<file path="src/rtl/pe_round_collect.sv">
// pe_round_collect
// ----------------
// Collects 64-bit round results from an upstream Pe_Round stage.
// The upstream stage uses a bundled-data handshake that is asynchronous to clk.
// Each captured word goes into a first-word-fall-through FIFO, which a
// valid/ready consumer drains.
//
// Ports
//   clk      : single clock; all state changes on its rising edge
//   rst_n    : asynchronous active-low reset
//   i_drive  : upstream request (asynchronous to clk)
//   i_data   : upstream word, stable while i_drive is high and until o_free
//   o_free   : one-cycle acknowledge pulse per captured word
//   o_valid  : head-of-FIFO word available
//   o_data   : head-of-FIFO word (zero while the FIFO is empty)
//   i_ready  : downstream accepts o_data
//   o_level  : FIFO occupancy, 0..DEPTH
//   o_count  : words captured since reset, modulo 2^16
//
// Handshakes
//   Downstream: a word transfers on every rising edge where o_valid and
//   i_ready are both high. o_valid never drops before that transfer. A
//   high i_ready while o_valid is low has no effect.
//   Upstream: the stage raises i_drive with i_data stable. Here the word
//   is written once, and o_free pulses for one cycle. The upstream stage
//   then lowers i_drive and keeps it low for at least SYNC_STAGES+1 cycles
//   before it makes the next request. A full FIFO holds o_free low until
//   a slot frees.

module pe_round_collect #(
    parameter int DEPTH       = 4,
    parameter int SYNC_STAGES = 2
) (
    input  logic        clk,
    input  logic        rst_n,
    input  logic        i_drive,
    input  logic [63:0] i_data,
    output logic        o_free,
    output logic        o_valid,
    output logic [63:0] o_data,
    input  logic        i_ready,
    output logic [4:0]  o_level,
    output logic [15:0] o_count
);

    localparam int         PW      = (DEPTH > 1) ? $clog2(DEPTH) : 1;
    localparam logic [4:0] DEPTH_L = 5'(DEPTH);

    typedef enum logic [1:0] {
        IDLE = 2'd0,
        PEND = 2'd1,
        ACK  = 2'd2
    } state_t;

    state_t                 state_q;
    state_t                 state_d;
    logic [SYNC_STAGES-1:0] sync_q;
    logic                   drive_d;
    logic                   drive_s;
    logic                   req_edge;
    logic [PW-1:0]          wr_ptr;
    logic [PW-1:0]          rd_ptr;
    logic [4:0]             level_q;
    logic [15:0]            count_q;
    logic                   free_q;
    logic                   push;
    logic                   pop;
    logic                   space;
    logic [63:0]            mem [DEPTH];

    // Synchroniser chain plus one extra flop for rising-edge detection.
    // Because the chain resets to zero, an i_drive that is still high when
    // reset releases shows up as a fresh request edge.
    always_ff @(posedge clk or negedge rst_n) begin
        if (!rst_n) begin
            sync_q  <= '0;
            drive_d <= 1'b0;
        end else begin
            sync_q  <= {sync_q[SYNC_STAGES-2:0], i_drive};
            drive_d <= sync_q[SYNC_STAGES-1];
        end
    end

    assign drive_s  = sync_q[SYNC_STAGES-1];
    assign req_edge = drive_s & ~drive_d;

    assign pop   = (level_q != 5'd0) && i_ready;
    // A pop in the same cycle frees the slot, so a full FIFO can still
    // accept the pending word on that edge.
    assign space = (level_q < DEPTH_L) || pop;

    // FSM: state register
    always_ff @(posedge clk or negedge rst_n) begin
        if (!rst_n) begin
            state_q <= IDLE;
        end else begin
            state_q <= state_d;
        end
    end

    // FSM: next state
    always_comb begin
        state_d = state_q;
        case (state_q)
            IDLE:    if (req_edge) state_d = PEND;
            PEND:    if (space)    state_d = ACK;
            ACK:     if (!drive_s) state_d = IDLE;
            default: state_d = IDLE;
        endcase
    end

    // FSM: outputs
    always_comb begin
        push = 1'b0;
        if ((state_q == PEND) && space) begin
            push = 1'b1;
        end
    end

    // FIFO storage has no reset. Reads are masked to zero while empty.
    always_ff @(posedge clk) begin
        if (push) begin
            mem[wr_ptr] <= i_data;
        end
    end

    always_ff @(posedge clk or negedge rst_n) begin
        if (!rst_n) begin
            wr_ptr  <= '0;
            rd_ptr  <= '0;
            level_q <= 5'd0;
            count_q <= 16'd0;
            free_q  <= 1'b0;
        end else begin
            free_q <= push;
            if (push) begin
                wr_ptr  <= wr_ptr + PW'(1);
                count_q <= count_q + 16'd1;
            end
            if (pop) begin
                rd_ptr <= rd_ptr + PW'(1);
            end
            case ({push, pop})
                2'b10:   level_q <= level_q + 5'd1;
                2'b01:   level_q <= level_q - 5'd1;
                default: level_q <= level_q;
            endcase
        end
    end

    assign o_free  = free_q;
    assign o_valid = (level_q != 5'd0);
    assign o_data  = o_valid ? mem[rd_ptr] : 64'h0;
    assign o_level = level_q;
    assign o_count = count_q;

endmodule

</file>
<file path="config.mk">
export PLATFORM = sky130hd
export DESIGN_NAME = pe_round_collect
export DESIGN_NICKNAME = d
export VERILOG_FILES = /design/src/rtl/pe_round_collect.sv
export SDC_FILE = /design/constraint.sdc
export NUM_CORES = 1
export LEC_CHECK = 0
export CAP_MARGIN = 40
export CORE_AREA = 3 3 162 164
export DETAILED_ROUTE_END_ITERATION = 10
export DIE_AREA = 0 0 165 167
export DONT_BUFFER_PORTS = 1
export HOLD_SLACK_MARGIN = 0.1
export RECOVER_POWER = 25
export SLEW_MARGIN = 20
export SYNTH_ARGS = -nofsm -noshare
export SYNTH_HDL_FRONTEND = slang
export SYNTH_SLANG_ARGS = --single-unit
</file>
<file path="constraint.sdc">
create_clock -name clk -period 2.9 [get_ports clk]
set_input_delay 0.435 -clock clk [delete_from_list [all_inputs] [get_ports clk]]
set_output_delay 0.435 -clock clk [all_outputs]
set_load 0.1 [all_outputs]
</file>
==> impl_table.tex <==
\begin{tabular}{lr}
\hline
Metric & Value \\
\hline
\multicolumn{2}{l}{\textbf{Detailed routing}} \\
Post-DR vias/cell & approximately 5.3 \\
Routed length on met1 & 8696 um \\
Iteration-0 DRC count of the detailed router & between 200 and 300 \\
Wire length reported by the detailed router & 21,890 um \\
Total number of vias & between 5,000 and 6,000 \\
Top routing layer used & met4 \\
First-pass iteration count of the detailed router & 6 \\
Amount of wire on met2 after detailed routing & roughly 11,000 um \\
DR DRC count & 0 \\
Antenna violation net count after detailed routing & 0 \\
Routed length per placed instance & 20.61 um \\
Routed length on met3 & $\sim$1500 um \\
\multicolumn{2}{l}{\textbf{Floorplanning}} \\
Die outline area & 0.02756 mm2 \\
I/O pin cnt & approximately 160 \\
Die outline width & 165 um \\
Core area & roughly 0.025 mm2 \\
Die outline height & between 150 and 200 um \\
Row Count & between 50 and 60 \\
Starting utilization of the core area & 0.4456 \\
\multicolumn{2}{l}{\textbf{Critical path}} \\
Classification of the worst setup path & reg2out \\
CP Data Required Time & $\sim$2.5 ns \\
Max incr delay on CP & around 0.56 ns \\
Data arrival time of the critical path & 2.39 ns \\
Endpoint type of the worst setup path & output port \\
Sequence of cells on the critical path & or3\_4 -> or3\_4 -> and2\_2 -> buf\_12 \\
Library cell contributing the largest single delay on the critical path & sky130\_fd\_sc\_hd\_\_or3\_4 \\
Most frequent cell on the critical path & sky130\_fd\_sc\_hd\_\_or3\_4 \\
Startpoint Class & register \\
Origin of the critical flop-to-flop path & o\_level[4] \\
Largest fanout of any net on the critical path & 34 \\
Crit. Startpoint & o\_level[4] \\
\multicolumn{2}{l}{\textbf{CTS}} \\
TritonCTS clock tree & yes \\
Clock latency reported for the late side of the worst-skew pair & about 0.52 ns \\
Clock buffers created by TritonCTS & 29 \\
Max H-tree Level & 1 \\
Largest buffer count on any clock path & 3 \\
Cell chosen for the clock root & sky130\_fd\_sc\_hd\_\_clkbuf\_16 \\
Clock Pin Slew Worst Setup and Hold Paths & $\sim$0.060 ns \\
Post-CTS Setup Repair Bufs & 0 \\
CTS sink count & 287 \\
\multicolumn{2}{l}{\textbf{Place}} \\
DP Wirelength & about 13,000 um \\
Routability-driven placement congestion ratio & $\sim$0.76 \\
IO buf count & 0 \\
\multicolumn{2}{l}{\textbf{Timing}} \\
Post-route minimum period & around 2.8 ns \\
Unrepaired setup endpoints after global routing & no \\
Slew at the pin closest to its max-slew limit & 1.669 ns \\
Clock tree skew after final layout & 0.01165 ns \\
Fmax & roughly 350 MHz \\
Max-slew violation count & 32 \\
Final total negative setup slack & 0 ns \\
Slew HR & -0.1125 \\
Number of setup violations in the final report & 0 \\
Part of the cycle the worst path needs & 0.9724 \\
Final hold violation count & 0 \\
\multicolumn{2}{l}{\textbf{Status}} \\
Run status & finished, violations left \\
Failing checks & capacitance limit, slew limit \\
\multicolumn{2}{l}{\textbf{Synth}} \\
Synth warnings & 0 \\
Cell Area, Synth & 0.01116 mm2 \\
Synth area leaders & sky130\_fd\_sc\_hd\_\_edfxtp\_1, sky130\_fd\_sc\_hd\_\_mux4\_2, sky130\_fd\_sc\_hd\_\_dfrtp\_1 \\
Portion of the post-synthesis area used by sequential elements & 0.7586 \\
Most used standard cell by instance count after synthesis & sky130\_fd\_sc\_hd\_\_edfxtp\_1 \\
Proportion of synthesized area in mux cells & 0.1341 \\
Number of flops mapped to enable cells by yosys & approximately 260 \\
Synth Area in Adders & 0.01077 \\
Cell count after synthesis & $\sim$530 \\
Cell type contributing the most total cell area after synthesis & sky130\_fd\_sc\_hd\_\_edfxtp\_1 \\
Distinct cells, synth & 35 \\
Post-synthesis average cell area & $\sim$21 um2 \\
Share of the synthesized area in compound gates (AO/OA/AOI/OAI) & 0.008747 \\
Count of state elements after synthesis & between 200 and 300 \\
Commonest cells post-synth & sky130\_fd\_sc\_hd\_\_edfxtp\_1, sky130\_fd\_sc\_hd\_\_and2\_1, sky130\_fd\_sc\_hd\_\_mux4\_2, sky130\_fd\_sc\_hd\_\_dfrtp\_1, sky130\_fd\_sc\_hd\_\_xnor2\_1 \\
Main combinational cell family by area after synthesis & multiplexers \\
Basic-gate share of the synthesized area counting and, or, nand and nor cells & 0.05686 \\
Net count after synthesis & just over 600 \\
Top\_reg\_cell synth & sky130\_fd\_sc\_hd\_\_edfxtp\_1 \\
Area fraction of the dominant cell type after synthesis & 0.6890 \\
Share of flip-flops with an asynchronous set or reset & 0.1080 \\
Xor-xnor portion of the synthesized cell area & 0.01727 \\
\multicolumn{2}{l}{\textbf{Final layout}} \\
Synth-to-Final Area Change & 32.49\% \\
Total Nets Final & 787 \\
Antenna Cells & 0 \\
Layout cells sized above 1 & 0.3142 \\
\multicolumn{2}{l}{\textbf{Min path}} \\
Class of the tightest hold or removal check & in2reg \\
Hold\_sp & i\_ready \\
\multicolumn{2}{l}{\textbf{Job}} \\
Max capacitance violation total & 1 \\
\multicolumn{2}{l}{\textbf{Global route}} \\
Wire length of the first global-routing pass & 34,380 um \\
Number of global-route vias before repair & 6,150 \\
GRT Util Overall & 0.1614 \\
Antenna violations before repair & 0 \\
Pin count of the biggest net entering global routing & 66 \\
Global route overflow & 0 \\
\hline
\end{tabular}
critical path, delay by kind of cell (launching register included):
| kind | cells | cell delay [ns] |
|---|---|---|
| and+or+nand+nor | 3 | 1.29 |
| DFF | 1 | 0.40 |
| buffers and inverters | 1 | 0.17 |
cell type report:
cell class	count	area [um2]
multi-input combinational	219	2574
clock buffer	42	834.6
timing repair buffer	167	2360
sequential	287	8474
inverter	6	22.52
fill	1793	10250
tap	330	412.9
clock inverter	11	103.9
kinds of logic after synthesis:
| family | count (synthesis) |
|---|---|
| xor gates and xnor gates | 22 |
| adders and majority gates | 9 |
| AOI/OAI and AO/OA | 12 |
| buffers and inverters | 28 |
| DFF | 287 |
| and+or+nand+nor | 106 |
| muxes | 69 |
per-layer routing:
| layer | global-route usage | up-vias |
|---|---|---|
| li1 | - | 2475 |
| met1 | 0.2071 | 2940 |
| met2 | 0.2771 | 167 |
| met3 | 0.04154 | 25 |
| met4 | 0.03611 | 0 |
| met5 | 0 | - |
final timing paths:
kind | end | slack, ns | depth (start not counted)
setup / recovery | o_data[62] | 0.08 | 4
hold / removal | state_q[1] | 0.16 | 2
hold reg to reg | sync_q[1] | 0.35 | 0
min in group asynchronous | state_q[1] | 0.90 | 2
max in group asynchronous | rd_ptr[0] | 0.81 | 2
setup reg to reg | o_level[4] | 0.35 | 8
flip-flops by register name, summed over array words and instances (netlist names):
| signal | cells |
|---|---|
| rd_ptr | 2 |
| o_level | 5 |
| drive_d | 1 |
| mem | 256 |
| o_count | 16 |
| o_free | 1 |
| wr_ptr | 2 |
| sync_q | 2 |
| state_q | 2 |
layout by cell type (no fill, tap or decap), drive strengths merged, types with 2 or more instances in the layout:
| cell type | count |
|---|---|
| a21o | 2 |
| a21oi | 3 |
| and2 | 69 |
| and3 | 2 |
| and4 | 2 |
| buf | 99 |
| bufinv | 2 |
| clkbuf | 43 |
| clkinv | 9 |
| dfrtp | 31 |
| dlygate4sd3 | 67 |
| edfxtp | 256 |
| ha | 8 |
| inv | 6 |
| mux2 | 4 |
| mux4 | 64 |
| nand2 | 8 |
| nand3 | 4 |
| nand4 | 4 |
| nor2 | 8 |
| nor3 | 3 |
| o2111ai | 2 |
| o21ai | 2 |
| or3 | 3 |
| xnor2 | 12 |
| xor2 | 10 |
per-stage QoR:
stage,hold WS [ns],std cells,area (um2),setup WS [ns],utilization
3_3_place_gp,0.1404,938,13130,0.4812,0.5243
3_5_place_dp,0.1404,940,13160,0.4011,0.5255
6_report,0.1596,1062,14780,0.07996,0.5904
4_1_cts,0.1368,1062,14800,-0.01446,0.5911
5_1_grt,0.1461,1062,14780,0.009709,0.5904
2_1_floorplan,0.1394,533,11180,0.02191,-
timing repair:
| action | in CTS | in global routing |
|---|---|---|
| hold buffers | 68 | 0 |
| resized for setup | 1 | 0 |
| pin swaps | 1 | 2 |
| cloned | 1 | 0 |
| endpoints found under the setup margin | 64 | 64 |
| hold endpoints to repair | 290 | 0 |
Power is not shown: default switching activity piles up to over one toggle a cycle in this logic, so the estimate is an artifact.
